## config.mk

```make
export PLATFORM = sky130hd
export DESIGN_NAME = fetch_unit_flat
export DESIGN_NICKNAME = d
export VERILOG_FILES = /design/src/rtl/fetch_unit_pkg.sv /design/src/rtl/fetch_unit_if.sv /design/src/rtl/fetch_unit_jump_lut.sv /design/src/rtl/fetch_unit.sv /design/src/flat_wrapper.sv
export SDC_FILE = /design/constraint.sdc
export NUM_CORES = 1
export LEC_CHECK = 0
export BUFFER_PORTS_ARGS = -buffer_cell sky130_fd_sc_hd__buf_2
export CORE_ASPECT_RATIO = 1.2
export CORE_MARGIN = 2
export CORE_UTILIZATION = 49
export CTS_CLUSTER_SIZE = 28
export DETAILED_ROUTE_END_ITERATION = 10
export PLACE_DENSITY = 0.76
export SETUP_SLACK_MARGIN = 0.3
export SYNTH_ARGS = -nofsm -noshare
export SYNTH_HDL_FRONTEND = slang
export SYNTH_SLANG_ARGS = --single-unit
```

## constraint.sdc

```tcl
create_clock -name clk -period 1.9 [get_ports clk]
set_input_delay 0.285 -clock clk [delete_from_list [all_inputs] [get_ports clk]]
set_output_delay 0.285 -clock clk [all_outputs]
set_load 0.02 [all_outputs]
```

## src/rtl/fetch_unit_pkg.sv

```systemverilog
// Shared definitions for the fetch stage of the 9-bit accumulator core.
// The jump-target table lives here so the assembler and RTL read one copy.
package fetch_unit_pkg;

    localparam int PC_W_DEF       = 10;
    localparam int START_ADDR_DEF = 0;
    localparam int CNT_W_DEF      = 16;
    localparam int LUT_W          = 10;

    typedef enum logic [3:0] {
        OP_LDA  = 4'h0,
        OP_STA  = 4'h1,
        OP_ADD  = 4'h2,
        OP_SUB  = 4'h3,
        OP_AND  = 4'h4,
        OP_OR   = 4'h5,
        OP_XOR  = 4'h6,
        OP_SHL  = 4'h7,
        OP_SHR  = 4'h8,
        OP_LDI  = 4'h9,
        OP_BEQ  = 4'hA,
        OP_BGE  = 4'hB,
        OP_BNE  = 4'hC,
        OP_JMP  = 4'hD,
        OP_NOP  = 4'hE,
        OP_DONE = 4'hF
    } opcode_t;

    typedef enum logic [1:0] {
        IDLE = 2'd0,
        RUN  = 2'd1,
        HALT = 2'd2
    } fetch_state_t;

    localparam logic [LUT_W-1:0] JMP_LUT [16] = '{
        10'h000, 10'h010, 10'h020, 10'h040,
        10'h080, 10'h0AB, 10'h100, 10'h155,
        10'h200, 10'h25A, 10'h300, 10'h3F0,
        10'h3FF, 10'h025, 10'h123, 10'h3FE
    };

endpackage

```

## src/rtl/fetch_unit_if.sv

```systemverilog
// Bundle between the fetch stage and its surroundings (decoder, ALU, bench).
interface fetch_unit_if #(
    parameter int PC_W  = 10,
    parameter int CNT_W = 16
);
    import fetch_unit_pkg::*;

    // start/ack handshake: a 1-then-0 on start launches a run from IDLE;
    // ack rises the cycle after DONE and stays high until start=1 is seen.
    logic              start;
    logic              jump_en;
    logic              jmp_cond;
    logic [3:0]        jmp_idx;
    logic              branch_en;
    logic              branch_taken;
    logic              done_in;
    logic [PC_W-1:0]   prog_ctr;
    logic              ack;
    logic              running;
    logic [CNT_W-1:0]  cycle_cnt;
    fetch_state_t      state;

    modport master (
        output start, jump_en, jmp_cond, jmp_idx, branch_en, branch_taken, done_in,
        input  prog_ctr, ack, running, cycle_cnt, state
    );

    modport slave (
        input  start, jump_en, jmp_cond, jmp_idx, branch_en, branch_taken, done_in,
        output prog_ctr, ack, running, cycle_cnt, state
    );

endinterface

```

## src/rtl/fetch_unit_jump_lut.sv

```systemverilog
// Combinational jump-target lookup from the shared package table.
module fetch_unit_jump_lut
    import fetch_unit_pkg::*;
#(
    parameter int PC_W = PC_W_DEF
) (
    input  logic [3:0]      idx,
    output logic [PC_W-1:0] target
);

    logic [LUT_W-1:0] word;

    assign word   = JMP_LUT[idx];
    assign target = PC_W'(word);

endmodule

```

## src/rtl/fetch_unit.sv

```systemverilog
// Program counter and run/halt sequencing for the accumulator core,
// with a saturating run-cycle counter for performance reporting.
module fetch_unit
    import fetch_unit_pkg::*;
#(
    parameter int PC_W       = PC_W_DEF,
    parameter int START_ADDR = START_ADDR_DEF,
    parameter int CNT_W      = CNT_W_DEF
) (
    input  logic         clk,
    input  logic         rst,
    fetch_unit_if.slave  bus
);

    localparam logic [PC_W-1:0] START_PC = PC_W'(START_ADDR);

    fetch_state_t     state;
    logic [PC_W-1:0]  pc;
    logic [PC_W-1:0]  jmp_target;
    logic [CNT_W-1:0] cnt;
    logic             ack;
    logic             cond_flag;
    logic             start_q;
    logic             start_fall;
    logic             jump_taken;

    fetch_unit_jump_lut #(.PC_W(PC_W)) u_lut (
        .idx    (bus.jmp_idx),
        .target (jmp_target)
    );

    assign start_fall = start_q & ~bus.start;
    // Jump uses the flag as it stood before any same-cycle branch update.
    assign jump_taken = bus.jump_en & (~bus.jmp_cond | cond_flag);

    always_ff @(posedge clk or posedge rst) begin
        if (rst) begin
            state     <= IDLE;
            pc        <= START_PC;
            cnt       <= '0;
            ack       <= 1'b0;
            cond_flag <= 1'b0;
            start_q   <= 1'b0;
        end else begin
            start_q <= bus.start;
            case (state)
                IDLE: begin
                    pc        <= START_PC;
                    cnt       <= '0;
                    cond_flag <= 1'b0;
                    ack       <= 1'b0;
                    if (start_fall) begin
                        state <= RUN;
                    end
                end
                RUN: begin
                    if (cnt != '1) begin
                        cnt <= cnt + 1'b1;
                    end
                    if (bus.branch_en) begin
                        cond_flag <= bus.branch_taken;
                    end
                    if (bus.done_in) begin
                        state <= HALT;
                        ack   <= 1'b1;
                    end else if (jump_taken) begin
                        pc <= jmp_target;
                    end else begin
                        pc <= pc + 1'b1;
                    end
                end
                HALT: begin
                    if (bus.start) begin
                        state <= IDLE;
                        ack   <= 1'b0;
                        pc    <= START_PC;
                    end
                end
                default: begin
                    state <= IDLE;
                    pc    <= START_PC;
                    ack   <= 1'b0;
                end
            endcase
        end
    end

    assign bus.prog_ctr  = pc;
    assign bus.ack       = ack;
    assign bus.running   = (state == RUN);
    assign bus.cycle_cnt = cnt;
    assign bus.state     = state;

endmodule
```

## src/flat_wrapper.sv

```systemverilog
// flat-port wrapper written by rule: the top's interface ports become plain ports
module fetch_unit_flat import fetch_unit_pkg::*;
#(
    parameter int PC_W       = PC_W_DEF,
    parameter int START_ADDR = START_ADDR_DEF,
    parameter int CNT_W      = CNT_W_DEF
)
  (clk, rst, bus_start, bus_jump_en, bus_jmp_cond, bus_jmp_idx, bus_branch_en, bus_branch_taken, bus_done_in, bus_prog_ctr, bus_ack, bus_running, bus_cycle_cnt, bus_state);
  fetch_unit_if #(.PC_W(PC_W), .CNT_W(CNT_W)) bus_i ();
  input  logic clk;
  input  logic rst;
  input wire logic [$bits(bus_i.start)-1:0] bus_start;
  input wire logic [$bits(bus_i.jump_en)-1:0] bus_jump_en;
  input wire logic [$bits(bus_i.jmp_cond)-1:0] bus_jmp_cond;
  input wire logic [$bits(bus_i.jmp_idx)-1:0] bus_jmp_idx;
  input wire logic [$bits(bus_i.branch_en)-1:0] bus_branch_en;
  input wire logic [$bits(bus_i.branch_taken)-1:0] bus_branch_taken;
  input wire logic [$bits(bus_i.done_in)-1:0] bus_done_in;
  output wire logic [$bits(bus_i.prog_ctr)-1:0] bus_prog_ctr;
  output wire logic [$bits(bus_i.ack)-1:0] bus_ack;
  output wire logic [$bits(bus_i.running)-1:0] bus_running;
  output wire logic [$bits(bus_i.cycle_cnt)-1:0] bus_cycle_cnt;
  output wire logic [$bits(bus_i.state)-1:0] bus_state;
  assign bus_i.start = bus_start;
  assign bus_i.jump_en = bus_jump_en;
  assign bus_i.jmp_cond = bus_jmp_cond;
  assign bus_i.jmp_idx = bus_jmp_idx;
  assign bus_i.branch_en = bus_branch_en;
  assign bus_i.branch_taken = bus_branch_taken;
  assign bus_i.done_in = bus_done_in;
  assign bus_prog_ctr = bus_i.prog_ctr;
  assign bus_ack = bus_i.ack;
  assign bus_running = bus_i.running;
  assign bus_cycle_cnt = bus_i.cycle_cnt;
  assign bus_state = bus_i.state;
  fetch_unit #(.PC_W(PC_W), .START_ADDR(START_ADDR), .CNT_W(CNT_W)) u_core (.clk(clk), .rst(rst), .bus(bus_i));
endmodule
```

# Word level (Yosys, flattened, before mapping)
# Memory sizes are Yosys's and may differ from the RTL's.
# Index checks and enable logic that the tools add are counted.
[op_classes]
bitwise_logic = 6
mux = 17
addsub = 2
n_eq_ne = 9
magnitude_cmp = 1
n_reduce_logical = 7
[ops]
columns = ["cell", "count"]
rows = [
  ["$mux 10", 5],
  ["$pmux 16 s2", 1],
  ["$pmux 10 s2", 1],
  ["$add 16x1->16 const B", 1],
  ["$mux 16", 1],
  ["$ne 16x16->1 const B", 1],
  ["$add 10x1->10 const B", 1],
  ["$ne 2x2->1 const B", 4],
  ["$reduce_and 2->1", 4],
  ["$mux 2", 3],
  ["$pmux 2 s3", 1],
  ["$ge 5x5->1 const B", 1],
  ["$not 4->5", 1],
  ["$ne 2x1->1 const B", 2],
  ["$pmux 1 s2", 2],
  ["$mux 1", 3],
  ["$reduce_and 3->1", 1],
  ["$and 1x1->1", 2],
  ["$eq 2x1->1 const B", 1],
  ["$eq 2x2->1 const B", 1],
  ["$logic_not 2->1", 1],
  ["$not 1->1", 2],
  ["$reduce_bool 2->1", 1],
  ["$or 1x1->1", 1],
]
[word_totals]
output_inout_bits = 30
regBits = 31
word_cells = 49
memories = 1
romBits = 160
[mem_list]
columns = ["memory", "words", "word_bits", "read_ports", "rd_clocked_by_memory_dff", "wr", "line", "text"]
rows = [
  ["(no name shown)", 16, 10, 1, 0, 0, "fetch_unit_jump_lut.sv:13", "assign word = JMP_LUT[idx];"],
]

# Logic depth before layout (Yosys ltp)
# Gate-level depths: netlist (run 1).
[depth]
word_depth = 7
ltp_mapped = 8
ltp_nobuf = 7

# By module
# From an unflattened synthesis (run 1), not the netlist that was laid out.
[hier_totals]
hier_cells = 236
area_unflattened_um2 = 2030.7
[modules_own_cells]
columns = ["mod", "area_each_um2", "cells_per_inst", "seq_area_each_um2", "n_inst"]
rows = [
  ["fetch_unit", 1775.5, 198, 775.7, 1],
  ["fetch_unit_jump_lut", 255.2, 38, 0.0, 1],
]

# Least setup slack after synthesis (run 1)
# Ideal clock, no wire load.
[synth_timing]
path_type = "reg-to-reg"
from = "register u_core.state[1], in the netlist u_core.bus.state[1]"
to = "register u_core.cnt[11], in the netlist u_core.bus.cycle_cnt[11]"
required_time_ns = 1.767
path_stages_with_launch = 7
path_buffers = 1
path_slack_ns = -0.030
arrival_ns = 1.797
synth_period_minus_slack_ns = 1.930
setup_time_ns = 0.133
cell_sequence = "dfrtp_1 > nand2b_1 > buf_6 > or4_4 > a311oi_1 > xnor2_1 > nor2_1"
[synth_via]
elab_chain_cells = 3
[synth_lines]
columns = ["item", "line", "text"]
rows = [
  ["start: declaration", "fetch_unit.sv:17", "fetch_state_t state;"],
  ["start signal: assignment", "fetch_unit.sv:38", "state <= IDLE;"],
  ["start signal: assignment", "fetch_unit.sv:53", "state <= RUN;"],
  ["start signal: assignment", "fetch_unit.sv:64", "state <= HALT;"],
  ["$eq 2x1->1 / $logic_not 2->1 (equally long branches)", "fetch_unit.sv:46", "case (state)"],
  ["$ne 2x1->1 (no line) / $reduce_bool 2->1 (equally long branches)", "n/a", ""],
  ["$reduce_and 2->1 (no line)", "n/a", ""],
  ["end signal: assignment", "fetch_unit.sv:58", "cnt <= cnt + 1'b1;"],
  ["end: declaration", "fetch_unit.sv:20", "logic [CNT_W-1:0] cnt;"],
]
# Parallel ways exist; a longest one is shown, timed or not.
# A chain may end at the register's enable or synchronous reset.

# Worst setup path in the final report (run 1)
[layout_timing]
from = "register u_core.cnt[4], in the netlist u_core.bus.cycle_cnt[4]"
to = "register u_core.cnt[5], in the netlist u_core.bus.cycle_cnt[5]"
[layout_via]
elab_chain_cells = 3
[layout_lines]
columns = ["item", "line"]
rows = [
  ["$add 16x1->16 / $ne 16x16->1 (equally long branches)", "fetch_unit.sv:58, fetch_unit.sv:57"],
  ["$mux 16 / $ne 2x1->1 (equally long branches)", "n/a"],
  ["$pmux 16 s2 / $reduce_and 2->1 (equally long branches)", "n/a"],
]
# Parallel ways exist; a longest one is shown, timed or not. The select of a mux whose other input is x is not followed.

==> results of run 1 <==
-- flip-flops by register name (all words and copies together) (netlist names) --
signal / flops
u_core.bus.cycle_cnt: 16
u_core.bus.prog_ctr: 10
u_core.bus.state: 2
u_core.bus.ack: 1
u_core.cond_flag: 1
u_core.start_q: 1
-- power breakdown --
part	switching, µW	internal, µW
logic	300	185
registers	46.4	704
clock network	246	292
-- final timing paths --
kind                                    startpoint                  endpoint  slack (ps)  cells past startpoint
setup / recovery           u_core.bus.cycle_cnt[4]   u_core.bus.cycle_cnt[5]         210                      7
hold / removal                                 rst    u_core.bus.prog_ctr[8]          70                      3
setup reg to reg           u_core.bus.cycle_cnt[4]   u_core.bus.cycle_cnt[5]         210                      7
hold reg to reg                     u_core.start_q       u_core.bus.state[0]         500                      2
max in group asynchronous                      rst  u_core.bus.cycle_cnt[10]        1520                      3
min in group clk                         bus_start            u_core.start_q         140                      1
-- critical path, cell delays in order (launching register included) --
cell and delay (ps):
dfrtp_2 400, nand4_1 130, buf_4 170, nor4_4 240, buf_4 180, nor2_4 50
and3_4 140, a211o_1 250
-- layout by cell type (no fill, tap or decap), types with 4 or more instances in the layout --
master    synthesis  layout
a21oi_1          10       9
buf_2             1      41
buf_4             0      23
clkbuf_8          0       6
dfrtp_1          31      12
dfrtp_2           0      19
ha_1              8       7
inv_1            10      10
mux2i_1           5       5
nand2_1          27      27
nand3_1           9       8
nand4_1           6       6
nor2_1           19      15
nor2b_1           4       4
nor3_1           11       7
nor3_2            0       4
o21ai_0          13      12
o21ai_1           4       5
xnor2_1           5       5
-- layer usage --
metal | global-route usage | part of all wire | vias up
li1 | - | - | 946
met1 | 0.2674 | 0.41 | 929
met2 | 0.4149 | 0.52 | 66
met3 | 0.04610 | 0.042 | 14
met4 | 0.1014 | 0.025 | 0
met5 | 0 | 0 | -
-- kinds of logic (layout without fill, tap and decap cells) --
family	count (synthesis)	count (layout)	share of synthesized area
buffers and inverters	19	83	0.04145
xor gates and xnor gates	5	5	0.02267
DFF	31	31	0.4016
AOI/OAI and AO/OA	56	56	0.1865
muxes	7	7	0.03756
adders and majority gates	8	8	0.05182
and+or+nand+nor	100	100	0.2584
-- area by class of cell --
type                       instances  area, µm²
clock inverter                     1      5.005
multi-input combinational        176       1197
fill                             339       1272
inverter                          11      41.29
clock buffer                       7      86.33
tap                               54      67.56
timing repair buffer              64      377.9
sequential                        31      799.5
-- timing repair --
item	in CTS	in global routing
pin swaps	3	4
gates resized for setup	5	15
setup endpoints to repair	10	17
setup buffers	6	6
-- metrics by stage --
step                      instance area (µm²)  setup WS (ps)  hold WS, ps  instances  utilization
after floorplan                          2008          90.85        316.4        226            -
after global placement                   2325          98.48        375.7        324       0.6042
after detailed placement                 2325          61.45        386.5        324       0.6042
after CTS                                2481          221.9        78.37        338       0.6449
after global routing                     2575          133.9        112.3        344       0.6693
final                                    2575          206.6        73.36        344       0.6693
-- cell usage after synthesis (2+ instances only) --
| cell | instances |
|---|---|
| dfrtp_1 | 31 |
| nand2_1 | 27 |
| nor2_1 | 19 |
| o21ai_0 | 13 |
| nor3_1 | 11 |
| a21oi_1 | 10 |
| inv_1 | 10 |
| nand3_1 | 9 |
| ha_1 | 8 |
| clkbuf_1 | 6 |
| nand2b_1 | 6 |
| nand4_1 | 6 |
| mux2i_1 | 5 |
| xnor2_1 | 5 |
| a31oi_1 | 4 |
| and3_1 | 4 |
| nor2b_1 | 4 |
| o21ai_1 | 4 |
| o211ai_1 | 3 |
| o22ai_1 | 3 |
| a211o_1 | 2 |
| a211oi_1 | 2 |
| a21o_1 | 2 |
| a22o_1 | 2 |
| a311oi_1 | 2 |
| and2_1 | 2 |
| mux2_2 | 2 |
| nor3b_1 | 2 |
| nor4_1 | 2 |
| or2_2 | 2 |
==> metrics.md, run 1 <==
| Metric | Value |
|---|---|
| Clock Pin Slew Worst Setup and Hold Paths | 70 ps |
| Tcrit/Tclk final | 0.8913 |
| Routability cong. | 0.8342 |
| Post-DR wirelength/cell | 14.49 µm |
| CTS Buf Count | 5 |
| Layout cells sized above 1 | 0.4034 |
| Crit path DAT | 1860 ps |
| Crit. End Element | register |
| CTS root buf | clkbuf_8 |
| Slew margin rel. | 0.6196 |
| First-pass GRT wire length | 7.962 mm |
| CTS H-tree lvls | 2 |
| Worst-Skew Late Latency | 280 ps |
| N_diodes | 0 |
| Largest net degree at the start of global routing | 32 |
| Yosys Warn Count | 0 |
| Global Route Usage Sum | 0.2354 |
| Distinct cell type count after synthesis | 48 |
| Net Count, Synth | 246 |
| Post-synth top flop | dfrtp_1 |
| Post-route minimum period | 1693 ps |
| Final setup vio count | 0 |
| IO Pins | 42 |
| Initial antenna violation count | 0 |
| Initial Utilization | 0.5021 |
| Clk buf depth | 2 |
| Final Max Tran Viols | 0 |
| DR iter-0 viols | 105 |
| Number of routed nets with antenna violations | 0 |
| F_max | 590.5 MHz |
| Setup TNS | 0 ps |
| Routed via count | 1955 |
| Async SR Flop Fraction | 1.000 |
| Average cell area after synthesis | 8.548 µm² |
| DIE HEIGHT | 72.78 µm |
| CP required | 2070 ps |
| Cells after Synth | 226 |
| Vias in the first global route | 1826 |
| Max-cap violation count | 0 |
| Final Power | 1773 µW |
| Core box area | 3847 µm² |
| Yosys top cell area share | 0.4016 |
| RSZ-0062 raised after global routing | yes |
| Area leader, netlist | dfrtp_1 |
| Crit path max fanout | 5 |
| Die area | 4463 µm² |
| Nets | 309 |
| Post-Syn Area | 1932 µm² |
| Gr ovfl total | 0 |
| HP Class | input port to async pin |
| Drt drc | 0 |
| Half-perimeter wire length after placement | 3.437 mm |
| Clock skew | 5.475 ps |
| Std-Cell Rows | 25 |
| Vias per inst | 5.683 |
| Total Wirelength | 4.985 mm |
| Setup CP Type | register to register |
| Post-CTS Hold Buffers | 0 |
| Port Buffers | 41 |
| Pwr dens | 688.4 nW/µm² |
| Sequential share of the synthesized area | 0.4016 |
| CTS sink cnt | 31 |
| Die W | 61.32 µm |
| Seq cells post-synth | 31 |
| Top post-synthesis cells by area | dfrtp_1, nand2_1, ha_1, nor2_1, o21ai_0 |
| CTS tree | done |
| Drt pass-1 iters | 5 |
| Worst-Margin Slew | 564.6 ps |
| Final Hold Viols | 0 |
| Status | completed |
| Max IR drop VDD | 380.4 µV |
| Area growth, synth to finish | 33.29% |
| Pleak | 0.001211 µW |
| Crit start category | register |
| EDFF count, synth | 0 |
Note: power is estimated with default switching activity, not from simulation.
==> inputs of run 2 (changes only) <==
--- a/config.mk
+++ b/config.mk
@@ -5,13 +5,13 @@
 export SDC_FILE = /design/constraint.sdc
 export NUM_CORES = 1
 export LEC_CHECK = 0
-export BUFFER_PORTS_ARGS = -buffer_cell sky130_fd_sc_hd__buf_2
-export CORE_ASPECT_RATIO = 1.2
+export CORE_ASPECT_RATIO = 2
 export CORE_MARGIN = 2
-export CORE_UTILIZATION = 49
+export CORE_UTILIZATION = 50
 export CTS_CLUSTER_SIZE = 28
 export DETAILED_ROUTE_END_ITERATION = 10
-export PLACE_DENSITY = 0.76
+export DONT_BUFFER_PORTS = 1
+export PLACE_DENSITY = 0.68
 export SETUP_SLACK_MARGIN = 0.3
 export SYNTH_ARGS = -nofsm -noshare
 export SYNTH_HDL_FRONTEND = slang
==> run 2 against run 1 <==
Global-route usage rose by 1.5 points. Die area down 1.3%. Design area is 2.5% higher. Sequential cell count stayed put. Clock-buffer cell count unchanged. Maximum frequency shrank 1.2%. Utilization increased by 3.2 points. Sequential power about the same. Via count decreased by 2.3%. Worst setup slack got worse by 21 ps.
==> metrics.md, run 2 (synthesis gave the netlist of run 1 again) <==
| Metric | Value |
|---|---|
| Worst-Skew Late Latency | 280 ps (about the same) |
| Filler cells | 314 (-7.4%) |
| Port Buffers | 0 (-100%) |
| Clk pwr share | 0.278 (-0.025) |
| Sw Ratio | 0.3275 (-0.006681) |
| DIE HEIGHT | 91.91 µm (+26%) |
| R2r startpoint | u_core.bus.cycle_cnt[3] |
| Crit. End Element | register |
| Number of cells on the worst hold path | 0 |
| Total Wirelength | 5.226 mm (+4.8%) |
| Max-cap violation count | 0 (unchanged) |
| Non-Filler Instances | 326 (-5.2%) |
| Crit start category | register |
| DP Cell Count | 298 (-8.0%) |
| Area growth, synth to finish | 36.66% |
| Max IR drop VDD | 650.2 µV (+71%) |
| CTS sink cnt | 31 (unchanged) |
| Most frequent cells in the layout | buf_4, nand2_1, dfrtp_2 |
| Sw Pwr | 574.2 µW (-3.1%) |
| Worst Reg-to-Reg Cells | 6 (-1) |
| Clock skew | 9.244 ps (+3.769 ps) |
| Largest net degree at the start of global routing | 22 (-31%) |
| Post-route minimum period | 1715 ps (+21.27 ps) |
| Vias in the first global route | 1884 (+3.2%) |
| Vias per inst | 5.859 (+3.1%) |
| Setup TNS | 0 ps (unchanged) |
| Number of routed nets with antenna violations | 0 (unchanged) |
| Final Power | 1753 µW (-1.1%) |
| Reg2reg end | u_core.bus.cycle_cnt[7] |
| DR iter-0 viols | 45 (-57%) |
| Layout cells sized above 1 | 0.3709 (-0.03254) |
| CTS Buf Count | 5 (unchanged) |
| Half-perimeter wire length after placement | 3.547 mm (+3.2%) |
| Gr ovfl total | 0 (unchanged) |
| Max FFs per register | 16 (unchanged) |
| Drt pass-1 iters | 4 (-1) |
| Worst reg-to-reg setup slack | 190 ps (-20 ps) |
| Routed via count | 1910 (-2.3%) |
| First-pass GRT wire length | 8.107 mm (+1.8%) |
| Slew margin rel. | 0.6625 (+0.04292) |
| CP required | 2060 ps (about the same) |
| CTS root buf | clkbuf_8 |
| CTS tree | done |
| Crit path DAT | 1870 ps (about the same) |
| Std-Cell Rows | 32 (+28%) |
| Die W | 47.95 µm (-22%) |
| Core box area | 3764 µm² (-2.2%) |
| Drt drc | 0 (unchanged) |
| Beginning of the worst hold path | bus_start |
| RSZ-0062 raised after global routing | yes |
| N_diodes | 0 (unchanged) |
| Tcrit/Tclk final | 0.9025 (+0.01120) |
| Worst-Margin Slew | 500.9 ps (-63.70 ps) |
| Final setup vio count | 0 (unchanged) |
| Pwr dens | 664.2 nW/µm² (-3.5%) |
| Setup ws final | 185.3 ps (-21.27 ps) |
| IO Pins | 42 (unchanged) |
| Clock Pin Slew Worst Setup and Hold Paths | 60 ps (about the same) |
| Int Pwr | 1179 µW (about the same) |
| F_max | 583.2 MHz (-1.2%) |
| Status | completed |
| Hold EP | u_core.start_q |
| Clk buf depth | 2 (unchanged) |
| CTS H-tree lvls | 2 (unchanged) |
| Pleak | 0.001129 µW (-6.8%) |
| Global Route Usage Sum | 0.2504 (+0.01497) |
| Nets | 294 (-4.9%) |
| Hold Slack | 26.97 ps (-46.38 ps) |
| Final Max Tran Viols | 0 (unchanged) |
| Gate power share | 0.293 (+0.019) |
| Routability cong. | 0.8326 (-0.19%) |
| Setup CP Type | register to register |
| Initial antenna violation count | 0 (unchanged) |
| Die area | 4407 µm² (-1.3%) |
| Dpl ws | 98.19 ps (+36.74 ps) |
| Crit path max fanout | 4 (-1) |
| Most common cell after layout, fill and taps aside | buf_4 |
| Post-DR wirelength/cell | 16.03 µm (+11%) |
| HP Class | input port to register |
| Register share of total power | 0.430 (+0.007) |
| Initial Utilization | 0.5133 (+0.01118) |
| Final Hold Viols | 0 (unchanged) |
==> run 2: power groups by stage <==
stage	registers, µW	clock network, µW	logic, µW
finish	753	487	514
global route	758	522	565
CTS	750	500	470
detailed placement	764	0	411
global placement	763	0	409
floorplan	808	0	235
==> run 2: worst max-delay path: stages (launching register included) <==
cell,delay [ps]
dfrtp_2,360
nand4_1,160
buf_4,190
nor4_4,350
nand2b_4,230
nor2_1,40
a221o_1,260
==> run 2: layer usage <==
layer  global-route usage  wire (µm)  up-vias
met5                    0          0        -
met4              0.09234        141        0
met3              0.08268        362       14
met2               0.3911       2622       73
met1               0.3078       2099      910
li1                     -          -      913
==> run 2: area by class of cell <==
class | instances | area, µm² | share of cell area
Tap cell | 51 | 63.81 | 0.02417
Clock buffer | 7 | 76.32 | 0.02891
Inverter | 11 | 41.29 | 0.01564
Clock inverter | 1 | 5.005 | 0.001896
Sequential cell | 31 | 798.3 | 0.3024
Multi-Input combinational cell | 176 | 1252 | 0.4744
Timing Repair Buffer | 49 | 402.9 | 0.1526
==> run 2: metrics by stage <==
stage	cell area [µm²]	util
floorplan	2008	-
global placement	2263	0.6014
detailed placement	2263	0.6014
CTS	2474	0.6572
global route	2640	0.7015
finish	2640	0.7015
==> run 2: worst max-delay path by stage <==
stage | slack, ps | startpoint | end | cells past startpoint
finish | 190 | u_core.bus.cycle_cnt[3] | u_core.bus.cycle_cnt[7] | 6
global route | 80 | u_core.bus.cycle_cnt[3] | u_core.bus.cycle_cnt[3] | 7
CTS | 200 | u_core.bus.cycle_cnt[6] | u_core.bus.cycle_cnt[11] | 5
detailed placement | 100 | u_core.bus.cycle_cnt[0] | u_core.bus.cycle_cnt[7] | 6
global placement | 150 | u_core.bus.cycle_cnt[0] | u_core.bus.cycle_cnt[7] | 6
floorplan | 90 | u_core.bus.state[1] | u_core.bus.cycle_cnt[13] | 6
==> run 2: timing repair <==
item                       CTS  global route
hold buffers                 1             0
pin swaps                    9            12
cloned                       0             1
setup endpoints to repair   11            23
setup buffers               10             8
hold endpoints to repair    10             0
gates resized for setup     10            23
